<file path="config.mk">
export PLATFORM = sky130hd
export DESIGN_NAME = hdd_spi_host_if
export DESIGN_NICKNAME = d
export VERILOG_FILES = /design/src/rtl/hdd_spi_host_if.sv
export SDC_FILE = /design/constraint.sdc
export NUM_CORES = 1
export LEC_CHECK = 0
export ABC_AREA = 0
export BUFFER_PORTS_ARGS = -buffer_cell sky130_fd_sc_hd__clkbuf_2
export CAP_MARGIN = 25
export CORE_ASPECT_RATIO = 1.2
export CORE_MARGIN = 1
export CORE_UTILIZATION = 42
export DETAILED_ROUTE_END_ITERATION = 7
export PLACE_DENSITY_LB_ADDON = 0.08
export SYNTH_ARGS = -nofsm -noshare
export SYNTH_HDL_FRONTEND = slang
export SYNTH_SLANG_ARGS = --single-unit
</file>
<file path="constraint.sdc">
create_clock -name clk -period 3.3 [get_ports clk]
set_input_delay 0.99 -clock clk [delete_from_list [all_inputs] [get_ports clk]]
set_output_delay 0.99 -clock clk [all_outputs]
set_load 0.02 [all_outputs]
</file>
<file path="src/rtl/hdd_spi_host_if.sv">
// hdd_spi_host_if
//   SPI slave (mode 0, MSB first) through which the ARM controller services
//   IDE commands raised by the Gayle block. The first byte of each frame is a
//   command; the rest of the frame moves task-file bytes, the status byte or
//   sector-FIFO words. Everything runs on clk; the SPI pins are oversampled.
//
//   Ports
//     clk, reset            system clock, async active-low reset
//     sck, sdi, scs, sdo    SPI pins (scs active low, one low period = frame)
//     hdd_cmd_req           Gayle command pending
//     hdd_dat_req           Gayle FIFO holds data for the host
//     hdd_data_in[15:0]     task-file byte in [7:0], FIFO word when addr=0
//     hdd_addr[2:0]         task-file / FIFO select
//     hdd_data_out[15:0]    data to Gayle
//     hdd_wr                task-file write strobe
//     hdd_status_wr         status write strobe
//     hdd_data_wr           FIFO write strobe
//     hdd_data_rd           FIFO advance strobe
//
//   state     | meaning
//   ----------+-----------------------------------------------
//   S_IDLE    | scs high, everything cleared
//   S_CMD     | shifting in the command byte
//   S_TFR_RD  | returning task-file registers 1..7
//   S_TFR_WR  | writing task-file registers 1..7
//   S_STAT_WR | receiving the status byte
//   S_DATA_WR | streaming words into the sector FIFO
//   S_DATA_RD | streaming words out of the sector FIFO
//   S_STAT_RD | returning {cmd_req, dat_req, 6'b0}
//   S_IGNORE  | frame finished or unknown command, wait for scs

module hdd_spi_host_if #(
  parameter int SYNC_STAGES = 2,
  parameter int MAX_WORDS   = 256
) (
  input  logic        clk,
  input  logic        reset,
  input  logic        sck,
  input  logic        sdi,
  output logic        sdo,
  input  logic        scs,
  input  logic        hdd_cmd_req,
  input  logic        hdd_dat_req,
  input  logic [15:0] hdd_data_in,
  output logic [2:0]  hdd_addr,
  output logic [15:0] hdd_data_out,
  output logic        hdd_wr,
  output logic        hdd_status_wr,
  output logic        hdd_data_wr,
  output logic        hdd_data_rd
);

  localparam logic [8:0] MAX_W = 9'(MAX_WORDS);

  typedef enum logic [3:0] {
    S_IDLE, S_CMD, S_TFR_RD, S_TFR_WR, S_STAT_WR,
    S_DATA_WR, S_DATA_RD, S_STAT_RD, S_IGNORE
  } state_t;

  state_t state, state_nxt;

  logic [SYNC_STAGES-1:0] sck_sync, sdi_sync, scs_sync;
  logic sck_d;
  logic sck_s, sdi_s, scs_s;
  logic sck_rise, sck_fall;

  logic [2:0]  bit_cnt;
  logic [6:0]  rx_sr;
  logic [7:0]  rx_byte;
  logic [2:0]  tfr_cnt;
  logic        half;
  logic [7:0]  hi_byte;
  logic [8:0]  word_cnt;
  logic        load_pend;
  logic [15:0] tx_sr;
  logic        wr_pend, stat_pend, dwr_pend, rd_pend;

  // output-comb decode
  logic        live, byte_done, words_left;
  logic        do_tfr_wr, do_stat_wr, do_word_wr, arm_load, do_load, do_shift, do_fifo_rd;
  logic [15:0] tx_word;

  always_ff @(posedge clk or negedge reset) begin
    if (!reset) begin
      sck_sync <= '0;
      sdi_sync <= '0;
      scs_sync <= '1;
      sck_d    <= 1'b0;
    end else begin
      sck_sync <= {sck_sync[SYNC_STAGES-2:0], sck};
      sdi_sync <= {sdi_sync[SYNC_STAGES-2:0], sdi};
      scs_sync <= {scs_sync[SYNC_STAGES-2:0], scs};
      sck_d    <= sck_sync[SYNC_STAGES-1];
    end
  end

  assign sck_s    = sck_sync[SYNC_STAGES-1];
  assign sdi_s    = sdi_sync[SYNC_STAGES-1];
  assign scs_s    = scs_sync[SYNC_STAGES-1];
  assign sck_rise = sck_s & ~sck_d;
  assign sck_fall = ~sck_s & sck_d;
  assign rx_byte  = {rx_sr, sdi_s};

  // state register
  always_ff @(posedge clk or negedge reset) begin
    if (!reset) state <= S_IDLE;
    else        state <= state_nxt;
  end

  // next-state logic
  always_comb begin
    state_nxt = state;
    if (scs_s) begin
      state_nxt = S_IDLE;
    end else begin
      case (state)
        S_IDLE: state_nxt = S_CMD;
        S_CMD: if (byte_done) begin
          case (rx_byte)
            8'h10:   state_nxt = S_TFR_RD;
            8'h11:   state_nxt = S_TFR_WR;
            8'h12:   state_nxt = S_STAT_WR;
            8'h13:   state_nxt = S_DATA_WR;
            8'h14:   state_nxt = S_DATA_RD;
            8'h15:   state_nxt = S_STAT_RD;
            default: state_nxt = S_IGNORE;
          endcase
        end
        S_TFR_RD, S_TFR_WR:   if (byte_done && tfr_cnt == 3'd6) state_nxt = S_IGNORE;
        S_STAT_WR, S_STAT_RD: if (byte_done) state_nxt = S_IGNORE;
        default: ;
      endcase
    end
  end

  // output/action decode
  always_comb begin
    live       = ~scs_s && (state != S_IDLE);
    byte_done  = live && sck_rise && (bit_cnt == 3'd7);
    words_left = word_cnt < MAX_W;
    do_tfr_wr  = byte_done && (state == S_TFR_WR);
    do_stat_wr = byte_done && (state == S_STAT_WR);
    do_word_wr = byte_done && (state == S_DATA_WR) && half && words_left;
    // a response slot starts at the fall that follows the arming rise
    arm_load   = byte_done &&
                 (((state == S_CMD) && (rx_byte == 8'h10 || rx_byte == 8'h14 || rx_byte == 8'h15)) ||
                  ((state == S_TFR_RD) && (tfr_cnt != 3'd6)) ||
                  ((state == S_DATA_RD) && half));
    do_load    = live && sck_fall && load_pend;
    do_shift   = live && sck_fall && !load_pend &&
                 (state == S_TFR_RD || state == S_DATA_RD || state == S_STAT_RD);
    do_fifo_rd = do_load && (state == S_DATA_RD) && words_left;
    tx_word    = '0;
    case (state)
      S_TFR_RD:  tx_word = {hdd_data_in[7:0], 8'h00};
      S_STAT_RD: tx_word = {hdd_cmd_req, hdd_dat_req, 14'h0};
      S_DATA_RD: tx_word = words_left ? hdd_data_in : 16'h0;
      default:   tx_word = '0;
    endcase
  end

  always_ff @(posedge clk or negedge reset) begin
    if (!reset) begin
      bit_cnt       <= '0;
      rx_sr         <= '0;
      tfr_cnt       <= '0;
      half          <= 1'b0;
      hi_byte       <= '0;
      word_cnt      <= '0;
      load_pend     <= 1'b0;
      tx_sr         <= '0;
      sdo           <= 1'b0;
      hdd_addr      <= '0;
      hdd_data_out  <= '0;
      wr_pend       <= 1'b0;
      stat_pend     <= 1'b0;
      dwr_pend      <= 1'b0;
      rd_pend       <= 1'b0;
      hdd_wr        <= 1'b0;
      hdd_status_wr <= 1'b0;
      hdd_data_wr   <= 1'b0;
      hdd_data_rd   <= 1'b0;
    end else begin
      // data/address settle one clk before their strobe
      wr_pend       <= do_tfr_wr;
      stat_pend     <= do_stat_wr;
      dwr_pend      <= do_word_wr;
      rd_pend       <= do_fifo_rd;
      hdd_wr        <= wr_pend & ~scs_s;
      hdd_status_wr <= stat_pend & ~scs_s;
      hdd_data_wr   <= dwr_pend & ~scs_s;
      hdd_data_rd   <= rd_pend & ~scs_s;

      if (!live) begin
        bit_cnt   <= '0;
        rx_sr     <= '0;
        tfr_cnt   <= '0;
        half      <= 1'b0;
        word_cnt  <= '0;
        load_pend <= 1'b0;
        tx_sr     <= '0;
        sdo       <= 1'b0;
      end else begin
        if (sck_rise) begin
          bit_cnt <= bit_cnt + 3'd1;
          rx_sr   <= rx_byte[6:0];
        end

        if (byte_done && (state == S_TFR_RD || state == S_TFR_WR))
          tfr_cnt <= tfr_cnt + 3'd1;

        if (byte_done && (state == S_DATA_RD || state == S_DATA_WR)) begin
          half <= ~half;
          if (state == S_DATA_WR && !half) hi_byte <= rx_byte;
        end

        if (byte_done && state == S_CMD) begin
          case (rx_byte)
            8'h10:        hdd_addr <= 3'd1;
            8'h13, 8'h14: hdd_addr <= 3'd0;
            default: ;
          endcase
        end

        if (byte_done && state == S_TFR_RD && tfr_cnt != 3'd6)
          hdd_addr <= tfr_cnt + 3'd2;

        if (do_tfr_wr) begin
          hdd_addr     <= tfr_cnt + 3'd1;
          hdd_data_out <= {8'h00, rx_byte};
        end

        if (do_stat_wr)
          hdd_data_out <= {8'h00, rx_byte};

        if (do_word_wr) begin
          hdd_addr     <= 3'd0;
          hdd_data_out <= {hi_byte, rx_byte};
          word_cnt     <= word_cnt + 9'd1;
        end

        if (arm_load)     load_pend <= 1'b1;
        else if (do_load) load_pend <= 1'b0;

        if (do_load) begin
          sdo   <= tx_word[15];
          tx_sr <= {tx_word[14:0], 1'b0};
          if (do_fifo_rd) word_cnt <= word_cnt + 9'd1;
        end else if (do_shift) begin
          sdo   <= tx_sr[15];
          tx_sr <= {tx_sr[14:0], 1'b0};
        end else if (sck_fall) begin
          sdo   <= 1'b0;
          tx_sr <= '0;
        end
      end
    end
  end

endmodule

</file>
-- After elaboration in Yosys (flattened, before gate mapping)
Cells that the tools add are included.
- register bits: 87
- latch bits: 0
- memory bits (writable): 0
- memory bits (read-only): 0
- input bits: 23
- output and inout port bits: 24
- logic and storage cells: 150
- memories kept: 0
- add/subtract/negate cells: 4
- $mul: 0
- div/mod/pow operators: 0
- magnitude comparators: 1
- equality and inequality tests: 24
- shift-type cells: 0
- multiplexer cells: 39
- bitwise operators: 10
- reductions and logical operators: 48
- operator list (operator ; count):
    16-bit two-way mux ; 8
    8-bit by 5-bit == test with 1-bit output, second input constant ; 6
    16-bit case mux with 3 select lines ; 1
    9-bit two-way mux ; 4
    1-bit logical AND ; 25
    3-bit two-way mux ; 8
    4-bit case mux with 6 select lines ; 1
    4-bit by 3-bit == test with 1-bit output, second input constant ; 4
    4-bit two-way mux ; 4
    4-bit case mux with 4 select lines ; 1
    7-bit two-way mux ; 2
    3-bit != test, second input constant ; 4
    5-bit nonzero test ; 2
    9-bit by 1-bit adder with 9-bit output, second input constant ; 1
    9-bit < comparator, second input constant ; 1
    1-bit two-way mux ; 9
    4-bit by 2-bit == test with 1-bit output, second input constant ; 2
    1-bit logical OR ; 8
    4-bit nonzero test ; 2
    3-bit by 1-bit adder with 3-bit output, second input constant ; 2
    1-bit AND ; 6
    3-bit == test, second input constant ; 2
    3-bit case mux with 2 select lines ; 1
    3-bit AND reduction ; 2
    13 further kinds ; 20

-- Longest topological paths before layout
Gate-level depths: netlist of run 1.
- depth after elaboration: 11
- gate-level depth with buffers: 9
- depth with buffers taken out: 7

-- Worst setup path before layout of run 1
No wires, ideal clock.
- path kind: register to register
- start point: reg bit_cnt[0]
- end point: reg hdd_data_out[6]
- library setup time: 0.125 ns
- data arrival time: 2.265 ns
- required time: 3.175 ns
- slack: 0.910 ns
- cell stages (with the launch flop): 10
- path buffers: 2
- clock period less this slack: 2.390 ns
- cells stage by stage: dfrtp_1 > ha_1 > ha_1 > and4bb_2 > buf_2 > nand2_1 > nor2_1 > nor3_2 > buf_2 > mux2_2
- elaborated cells between the ends (all ways): 11
- classes of those cells: 1 x eq/ne; 2 x mux; 8 x reduce/logical
- RTL lines (what ; RTL line ; text):
    from (decl) ; 67 ; logic [2:0] bit_cnt;
    from (signal assigned) ; 205 ; bit_cnt <= bit_cnt + 3'd1;
    3-bit == test ; 139 ; byte_done = live && sck_rise && (bit_cnt == 3'd7);
    1-bit logical AND ; 139 ;
    1-bit logical AND ; 141 ; do_tfr_wr = byte_done && (state == S_TFR_WR);
    via do_tfr_wr ; 80 ; logic do_tfr_wr, do_stat_wr, do_word_wr, arm_load, do_load, do_shift, do_fifo_rd;
    3-bit nonzero test (no source line) ; - ;
    2-bit AND reduction (no source line) ; - ;
    to (signal assigned) ; 230 ; hdd_data_out <= {8'h00, rx_byte};
    to (signal assigned) ; 234 ; hdd_data_out <= {8'h00, rx_byte};
    to (signal assigned) ; 238 ; hdd_data_out <= {hi_byte, rx_byte};
    to (decl) ; 46 ; output logic [15:0] hdd_data_out,
The timed path passes the listed nets, and every way through them passes these cells.
A chain may end at the register's enable or synchronous reset.

-- Worst setup path in the final report of run 1
- start point: reg bit_cnt[0]
- end point: reg hdd_data_out[2]
- cells in the longest elaborated chain, start to end: 7
- elaborated cells between the ends (all ways): 11
- classes of those cells: 1 x eq/ne; 2 x mux; 8 x reduce/logical
- ends and longest elaborated chain (what ; RTL line ; text):
    3-bit == test (*) ; 139 ;
    1-bit logical AND (*) ; 139 ;
    1-bit logical AND (3 in a row) ; 143 ; do_word_wr = byte_done && (state == S_DATA_WR) && half && words_left;
    3-bit nonzero test (no source line) ; - ;
    2-bit AND reduction (no source line) ; - ;
Mark *: on every way between the ends. The rest lies on a longest branch, timed or not.

==> results by group, run 1 <==
Outcome
  – Status: finished clean

CTS
  – Cts hold-fix bufs: 0
  – # clock sinks: 86
  – Clk_lat worst skew: 0.37 ns
  – Post-cts resize count: 0
  – Clock Tree Buf Depth: 2
  – Root Driver: clkbuf_8
  – Post-CTS setup buffer count: 0
  – Cts bufs inserted: 9
  – Htree depth: 3
  – CTS clk-pin slew, worst paths: 0.08 ns
  – TritonCTS clock tree: done

Yosys
  – Syn_nets: 394
  – Count leader, synth: dfrtp_1
  – Post-synth EDFFs: 0
  – Synth top cells by count: dfrtp_1 (84), nand2_1 (35), nor2_1 (23)
  – Synth cell types: 56
  – Cell Area, Synth: 3976 um2
  – Post-Synth Simple-Gate Area: 15.20%
  – Top cell type by total area after synthesis: dfrtp_1
  – Avg Inst Size Synth: 10.86 um2
  – Compound-Gate Fraction of Synth Area: 18.57%
  – Synth Area in XOR/XNOR: 1.542%
  – Combinational family with the most area after synthesis: compound AO/OA/AOI/OAI gates
  – Area share of the largest cell type after synthesis: 52.86%
  – Mux cell area share after synthesis: 4.751%
  – Asr flop ratio synth: 100.0%
  – Synth warn: 0
  – Cell count after synthesis: 366
  – Ranking of synthesized cells by area: dfrtp_1 (53%), mux2_2 (4.2%), a22o_1 (4.0%)
  – Synth Flop Type: dfrtp_1
  – Register bit total from synthesis: 86
  – Seq/Total Area, Yosys: 54.19%
  – Post-Synth Adder-Cell Area: 1.573%

Worst setup path
  – Worst Setup EP: hdd_data_out[2]$_DFFE_PN0P_
  – Worst path required time: 3.55 ns
  – R2R Path Start: bit_cnt[0]$_DFFE_PN0P_
  – R2r worst-path depth: 8
  – Worst EP arrival: 2.84 ns
  – Crit Path Max Fanout: 12
  – CP Class: flip-flop to flip-flop
  – Reg2reg end: hdd_data_out[2]$_DFFE_PN0P_
  – Critical path launch point type: flip-flop
  – Crit path capture type: flip-flop
  – Reg2Reg Setup Slack: 0.71 ns
  – Worst Setup SP: bit_cnt[0]$_DFFE_PN0P_

Layout
  – Fraction of layout instances using a drive strength above 1: 23.43%
  – Synth-to-Final Area Change: 13.91%
  – Final net count: 437
  – Final core occ: 49.62%
  – # diodes: 0

STA
  – RSZ-0062 raised after global routing: false
  – Setup TNS: 0 ns
  – Slew Limit Headroom: 55.77%
  – Final period util: 78.44%
  – Least-Margin Pin Slew: 0.6599 ns
  – Max frequency: 386.3 MHz
  – Worst Skew: 0.01481 ns
  – Max-slew violation count: 0
  – Setup violators final: 0
  – Min Tclk post-route: 2.588 ns
  – Hold Fails Final Rpt: 0

Routing
  – Antenna viol nets, final: 0
  – Vias after detailed routing: 2995
  – 1st-iter DRT viols: 130
  – DR WL/cell: 16.61 um
  – Total wire length: 8870 um
  – DR pass1 iterations: 4
  – Vias/cell: 5.609
  – Remaining DRCs: 0

Floorplanning
  – Core ar.: 9129 um2
  – Core Rows: 38
  – Die area: 9862 um2
  – Initial core utilization: 43.56%
  – Die extent in y: 108.6 um
  – Die Width: 90.82 um
  – IO Count: 47

Power
  – Worst VDD drop: 0.2480 mV
  – Pwr dens: 420.7 nW/um2
  – LEAKAGE: 2.119 nW

Global route
  – Initial antenna violation count: 0
  – Largest net degree at the start of global routing: 47
  – Vias in the first global route: 2911
  – Gr ovfl total: 0
  – Gr usage total: 19.38%
  – Global-route wire length before repair: 14610 um

Placement
  – Placer Congestion: 0.8688
  – DP HPWL: 6267 um
  – Port Buffers: 46

Min path
  – Min-Delay Path Class: flip-flop to flip-flop

Flow run
  – Max-cap violations: 0
==> final cells by class <==
type	instances	area (um2)
Sequential cell	86	2155
Tap cell	120	150.1
Clock inverter	6	68.82
Multi-Input combinational cell	245	1662
Clock buffer	10	137.6
Fill cell	870	4599
Inverter	10	37.54
Timing Repair Buffer	57	319.1
==> sequential cells by signal, indices dropped and copies added, names as in the netlist, 2 cells and up <==
register      count
bit_cnt           3
hdd_addr          3
hdd_data_out     16
hi_byte           8
rx_sr             7
sck_sync          2
scs_sync          2
sdi_sync          2
state             4
tfr_cnt           3
tx_sr            15
word_cnt          9
==> per-layer routing <==
metal,GRT usage (%),up-vias,share of wire (%)
li1,-,1434,-
met3,3.165,19,3.4
met5,0,-,0
met4,10.54,0,2.7
met1,24.81,1474,45
met2,31.60,68,48
==> worst max-delay path: stages (launching register included) <==
cell	delay [ns]
dfrtp_1	0.40
ha_1	0.20
ha_1	0.21
and4bb_2	0.34
nand3_1	0.13
nor3_2	0.10
nor3_2	0.54
buf_6	0.23
mux2_2	0.33
==> stage by stage <==
stage	setup WS, ns	std cells	cell area (um2)	hold WS, ns	power [mW]
floorplan	0.9105	366	3976	0.3312	1.116
global placement	0.5482	516	4304	0.3351	1.165
detailed placement	0.6923	518	4323	0.3355	1.167
CTS	0.6776	534	4529	0.3555	1.937
global route	0.5437	534	4529	0.3610	1.987
finish	0.7116	534	4529	0.3533	1.906
==> worst min path at each step <==
stage                     slack (ns)  cells after the start                     to                   from
after global routing            0.36                      0  sck_sync[1]$_DFF_PN0_  sck_sync[0]$_DFF_PN0_
after floorplan                 0.33                      0  sck_sync[1]$_DFF_PN0_  sck_sync[0]$_DFF_PN0_
after global placement          0.34                      0  sdi_sync[1]$_DFF_PN0_  sdi_sync[0]$_DFF_PN0_
final                           0.35                      0  sck_sync[1]$_DFF_PN0_  sck_sync[0]$_DFF_PN0_
after CTS                       0.36                      0  sck_sync[1]$_DFF_PN0_  sck_sync[0]$_DFF_PN0_
after detailed placement        0.34                      0  sck_sync[1]$_DFF_PN0_  sck_sync[0]$_DFF_PN0_
==> layout by cell type, fill, tap and decap left out, types with 8 or more instances in the layout <==
master	instances
buf_4	11
nand3_1	12
clkbuf_2	45
a211oi_1	8
nor2_1	23
a21o_1	11
a22o_1	18
o21ai_0	13
nand2_1	35
clkbuf_8	10
mux2_2	15
dfrtp_1	84
nand4_1	9
nor2b_1	9
a21oi_1	18
inv_1	10
==> kinds of logic (layout without fill, tap and decap cells) <==
kind of cell,Yosys count,in the layout
AO/OA/AOI/OAI,101,101
XOR/XNOR,7,7
adder cells (fa/ha/maj),5,5
buffers and inverters,35,83
flip-flops,86,86
multiplexers,17,17
AND/OR/NAND/NOR,115,115
==> where the power goes <==
| part | internal [mW] | switching, mW |
|---|---|---|
| registers | 1.06 | 0.0130 |
| clock network | 0.375 | 0.386 |
| logic | 0.0235 | 0.0478 |
| total | 1.46 | 0.447 |
Power figures use the tool's default switching activity.
==> run 2, diff against run 1 <==
- clock period: 3.3 -> 2.09 ns (I/O delays scaled with it)
==> results by group, run 2 (synthesis gave the netlist of run 1 again) <==
Outcome
  – Status: finished clean

CTS
  – Htree depth: 3
  – CTS clk-pin slew, worst paths: 0.10 ns
  – Cts hold-fix bufs: 0
  – Clk_lat worst skew: 0.36 ns
  – TritonCTS clock tree: done
  – Root Driver: clkbuf_8
  – Clock Tree Buf Depth: 2
  – # clock sinks: 86
  – Cts bufs inserted: 9

Global route
  – Largest net degree at the start of global routing: 35
  – Gr usage total: 19.59%
  – Initial antenna violation count: 0
  – Global-route wire length before repair: 15060 um
  – Vias in the first global route: 3051
  – Gr ovfl total: 0

Placement
  – DP HPWL: 6434 um
  – Placed Instances: 547
  – Placer Congestion: 0.8874
  – Port Buffers: 46
  – Cell area after placement: 4604 um2

Routing
  – Vias after detailed routing: 3124
  – Detail Route met3 WL: 362 um
  – Highest routed layer: met4
  – WL met2: 4493 um
  – Met1 wire length: 4146 um
  – Vias/cell: 5.481
  – Total wire length: 9184 um
  – Remaining DRCs: 0
  – Antenna viol nets, final: 0
  – DR WL/cell: 16.11 um
  – DR pass1 iterations: 5
  – 1st-iter DRT viols: 209

STA
  – Min Tclk post-route: 2.070 ns
  – Worst Skew: 0.01242 ns
  – Hold Fails Final Rpt: 0
  – RSZ-0062 raised after global routing: true
  – Max frequency: 483.0 MHz
  – Final period util: 99.05%
  – Setup violators final: 0
  – Least-Margin Pin Slew: 0.4811 ns
  – Max-slew violation count: 0
  – Slew Limit Headroom: 67.10%

Power
  – Power after layout: 2.918 mW
  – Worst VDD drop: 0.3314 mV
  – LEAKAGE: 2.343 nW
  – Pwr dens: 590.3 nW/um2

Min path
  – Min-Delay Path Class: input port to async pin

Floorplanning
  – Core Rows: 38
  – Die Width: 90.82 um
  – Die area: 9862 um2
  – Core ar.: 9129 um2
  – Die extent in y: 108.6 um
  – Initial core utilization: 43.56%
  – IO Count: 47

Layout
  – Largest regs: hdd_data_out x16, tx_sr x15, word_cnt x9
  – Fin area: 4942 um2
  – Multi-input logic area: 1783 um2
  – Largest Register: hdd_data_out
  – Synth-to-Final Area Change: 24.29%
  – FILL cells: 854
  – Max FFs per register: 16
  – Commonest non-fill, non-tap cell in the layout: dfrtp_1
  – Final core occ: 54.14%
  – Most frequent cells in the layout: dfrtp_1 (84), clkbuf_2 (45), buf_4 (43), nand2_1 (33), nor2_1 (22)
  – Cell Count, Final, Fillers Out: 570
  – Fraction of layout instances using a drive strength above 1: 32.22%
  – Final net count: 473
  – FF+latch area: 2155 um2
  – # diodes: 0

Worst setup path
  – Critical path's slowest cell: dfrtp_1
  – Worst path max stage delay: 0.36 ns
  – Critical path launch point type: flip-flop
  – Crit path cell chain: ha_2, ha_4, and4bb_4, nand4_1, a21o_1, buf_6, or3_1, a21oi_1
  – CP Buf/Inv Count: 1
  – Worst EP arrival: 2.35 ns
  – CP Class: flip-flop to flip-flop
  – Family with the most delay on the worst path: simple AND/OR/NAND/NOR gates
  – Worst path required time: 2.37 ns
  – Crit path capture type: flip-flop
  – Crit Path Max Fanout: 7

Flow run
  – Max-cap violations: 0
[run 2: cell types whose count changed in the layout (fill, tap and decap cells not counted), moves of 2 or more]
cell,delta
mux2_2,-8
buf_12,+2
a211oi_1,-2
nand2_1,-2
ha_1,-2
mux2_4,+8
nor3_1,-2
buf_4,+32
nor3_4,+2
[run 2: final cells by class]
cell class                 instances  share of cell area (%)
clock buffer                       9                   2.506
clock inverter                     7                   1.165
inverter                          10                  0.7595
multi-input combinational        245                   36.08
sequential                        86                   43.60
tap                              120                   3.038
timing repair buffer              93                   12.86
[run 2: what timing repair did]
item / in CTS / in global routing
gates cloned: 0 / 1
setup endpoints to repair: 6 / 19
pin swaps: 1 / 8
gates resized for setup: 1 / 21
buffers inserted: 2 / 4
[run 2: worst register-to-register path, delay by kind of cell, from the launching register on]
family	cells	cell delay, ns
buf+inv	1	0.13
compound gates	2	0.40
fa+ha+maj	2	0.31
simple gates	3	0.79
flops	1	0.36
[run 2: per-layer routing]
layer	GRT usage, %	up-vias
met5	0	-
met4	7.710	0
met3	4.149	15
met2	32.20	62
met1	25.44	1548
li1	-	1499
[run 2: per-stage QoR]
stage	worst slack (ns)	setup TNS, ns	hold slack [ns]
2_1_floorplan	0.005319	0	0.3312
6_report	0.01978	0	0.1996
3_5_place_dp	-0.005508	-0.01445	0.3379
3_3_place_gp	0.03846	0	0.3358
5_1_grt	-0.07884	-0.2808	0.2129
4_1_cts	-0.0003968	-0.0003968	0.2062
[run 2: worst paths after layout]
check,start,end,slack (ns),cells after the start
max,bit_cnt[0]$_DFFE_PN0P_,word_cnt[4]$_DFF_PN0_,0.02,8
min,reset,hi_byte[1]$_DFFE_PN0P_,0.20,1
max reg2reg,bit_cnt[0]$_DFFE_PN0P_,word_cnt[4]$_DFF_PN0_,0.02,8
min reg2reg,sdi_sync[0]$_DFF_PN0_,sdi_sync[1]$_DFF_PN0_,0.35,0
max in group asynchronous,reset,scs_sync[1]$_DFF_PN1_,1.28,2
min in group clk,scs,scs_sync[0]$_DFF_PN1_,0.35,1
[run 2: where the power goes]
group          switching (mW)  internal (mW)  total (mW)
clock network           0.643          0.446        1.09
logic                  0.0940         0.0532       0.147
registers             0.00860           1.67        1.68
total                   0.745           2.17        2.92
==> run 3, diff against run 2 <==
- BUFFER_PORTS_ARGS: -buffer_cell sky130_fd_sc_hd__clkbuf_2 -> -buffer_cell sky130_fd_sc_hd__buf_2
==> results by group, run 3 (synthesis gave the netlist of run 1 again) <==
CTS
  – TritonCTS clock tree: done
  – Clk_lat worst skew: 0.36 ns
  – Cts bufs inserted: 9
  – Clock Tree Buf Depth: 2
  – CTS clk-pin slew, worst paths: 0.09 ns
  – Htree depth: 3
  – Root Driver: clkbuf_8
  – # clock sinks: 86

Flow run
  – Max-cap violations: 0

Routing
  – Total wire length: 9298 um
  – Remaining DRCs: 0
  – Vias after detailed routing: 3106
  – Antenna viol nets, final: 0
  – DR pass1 iterations: 4
  – 1st-iter DRT viols: 158
  – Vias/cell: 5.459
  – DR WL/cell: 16.34 um

Min path
  – Min-Delay Path Class: input port to async pin

Global route
  – Global-route wire length before repair: 15260 um
  – Gr usage total: 20.02%
  – Vias in the first global route: 3032
  – Gr ovfl total: 0
  – Initial antenna violation count: 0
  – Largest net degree at the start of global routing: 87

Layout
  – Fraction of layout instances using a drive strength above 1: 31.18%
  – Largest regs: hdd_data_out x16, tx_sr x15, word_cnt x9
  – Synth-to-Final Area Change: 25.46%
  – FF+latch area: 2155 um2
  – Max FFs per register: 16
  – Final core occ: 54.65%
  – Final net count: 472
  – Most frequent cells in the layout: dfrtp_1 (84), buf_2 (45), buf_4 (41), nand2_1 (33), nor2_1 (22)
  – Largest Register: hdd_data_out
  – # diodes: 0
  – FILL cells: 840
  – Fin area: 4989 um2
  – Multi-input logic area: 1783 um2
  – Commonest non-fill, non-tap cell in the layout: dfrtp_1
  – Cell Count, Final, Fillers Out: 569

Worst setup path
  – Crit path capture type: flip-flop
  – Worst path required time: 2.34 ns
  – Crit path cell chain: ha_2, ha_4, and4bb_4, buf_12, nand2_4, nor2_4, nor3_4, buf_12, mux2_4
  – Worst path max stage delay: 0.39 ns
  – CP Class: flip-flop to flip-flop
  – Critical path's slowest cell: dfrtp_1
  – Crit path top cell by count: buf_12
  – Crit Path Max Fanout: 8
  – Critical path launch point type: flip-flop
  – Reg2reg end: hdd_data_out[7]$_DFFE_PN0P_
  – R2R Path Start: bit_cnt[0]$_DFFE_PN0P_
  – Reg2Reg Setup Slack: 0.05 ns
  – R2r worst-path depth: 9
  – Worst EP arrival: 2.30 ns

STA
  – Worst Skew: 0.01169 ns
  – Hold Fails Final Rpt: 0
  – Least-Margin Pin Slew: 0.4709 ns
  – Fin worst setup slack: 0.04688 ns
  – Max-slew violation count: 0
  – Setup TNS: 0 ns
  – Setup violators final: 0
  – Max frequency: 489.4 MHz
  – Slew Limit Headroom: 68.61%
  – Final period util: 97.76%
  – Min Tclk post-route: 2.043 ns
  – Min Hold Slack: 0.2710 ns
  – RSZ-0062 raised after global routing: true

Floorplanning
  – Die area: 9862 um2
  – Core Rows: 38
  – Die extent in y: 108.6 um
  – Die Width: 90.82 um
  – Core ar.: 9129 um2
  – IO Count: 47
  – Initial core utilization: 43.56%

Placement
  – Placer Congestion: 0.9432
  – Pre-CTS setup slack: -0.03824 ns
  – Placed Instances: 547
  – Port Buffers: 46
  – DP HPWL: 6255 um
  – Cell area after placement: 4604 um2

Power
  – Comb power frac: 4.6%
  – Sw frac: 22.39%
  – Pwr dens: 630.5 nW/um2
  – Worst VDD drop: 0.3667 mV
  – Psw: 0.7041 mW
  – Power Internal: 2.441 mW
  – Sequential power share: 53.5%
  – LEAKAGE: 2.392 nW
  – Clock share of power: 41.9%
  – Power after layout: 3.145 mW

Outcome
  – Status: finished clean
-- run 3: cell types whose count changed in the layout (fill, tap and decap cells not counted), sizes merged --
cell and delta:
buf +44, clkinv -3, clkbuf -42, clkinvlp -2, bufinv +2
-- run 3: cell type report --
cell class                 count  share of cell area (%)
multi-input combinational    245                   35.74
clock inverter                 4                   1.555
sequential                    86                   43.19
inverter                      10                  0.7524
clock buffer                  12                   2.909
timing repair buffer          92                   12.84
tap                          120                   3.010
-- run 3: timing repair --
action / 4_1_cts / 5_1_grt
gates cloned: 0 / 1
hold buffers: 0 / 0
pin swaps: 0 / 9
setup endpoints to repair: 8 / 18
setup buffers: 2 / 3
gates resized for setup: 1 / 20
-- run 3: worst max path at each step --
stage                                 from                           to  cells after the start  slack, ns
floorplan            word_cnt[8]$_DFF_PN0_        word_cnt[7]$_DFF_PN0_                      7      0.005
global placement      rx_sr[2]$_DFFE_PN0P_      hdd_addr[0]$_DFFE_PN0P_                      6      -0.02
detailed placement  bit_cnt[1]$_DFFE_PN0P_        word_cnt[7]$_DFF_PN0_                      7      -0.04
CTS                 bit_cnt[1]$_DFFE_PN0P_        word_cnt[7]$_DFF_PN0_                      7      0.004
global route        bit_cnt[1]$_DFFE_PN0P_        word_cnt[3]$_DFF_PN0_                      8      -0.04
finish              bit_cnt[0]$_DFFE_PN0P_  hdd_data_out[7]$_DFFE_PN0P_                      9       0.05
-- run 3: per-layer routing --
metal,wire length (um),global-route usage [%]
met4,177,8.617
met1,4391,26.55
met2,4458,31.71
met3,272,4.501
met5,0,0
-- run 3: worst max-delay path, delay by kind of cell (launching register included) --
family                   cells  cell delay (ns)
buffers and inverters        2             0.30
flip-flops                   1             0.39
adder cells (fa/ha/maj)      2             0.36
AND/OR/NAND/NOR              4             0.58
multiplexers                 1             0.30
-- run 3: power by group through the flow --
stage                     sequential, mW  combinational [mW]  clock (mW)
after floorplan                     1.71              0.0518           0
after global placement              1.71               0.146           0
after detailed placement            1.71               0.147           0
after CTS                           1.68               0.148        1.37
after global routing                1.68               0.164        1.42
final                               1.68               0.146        1.32
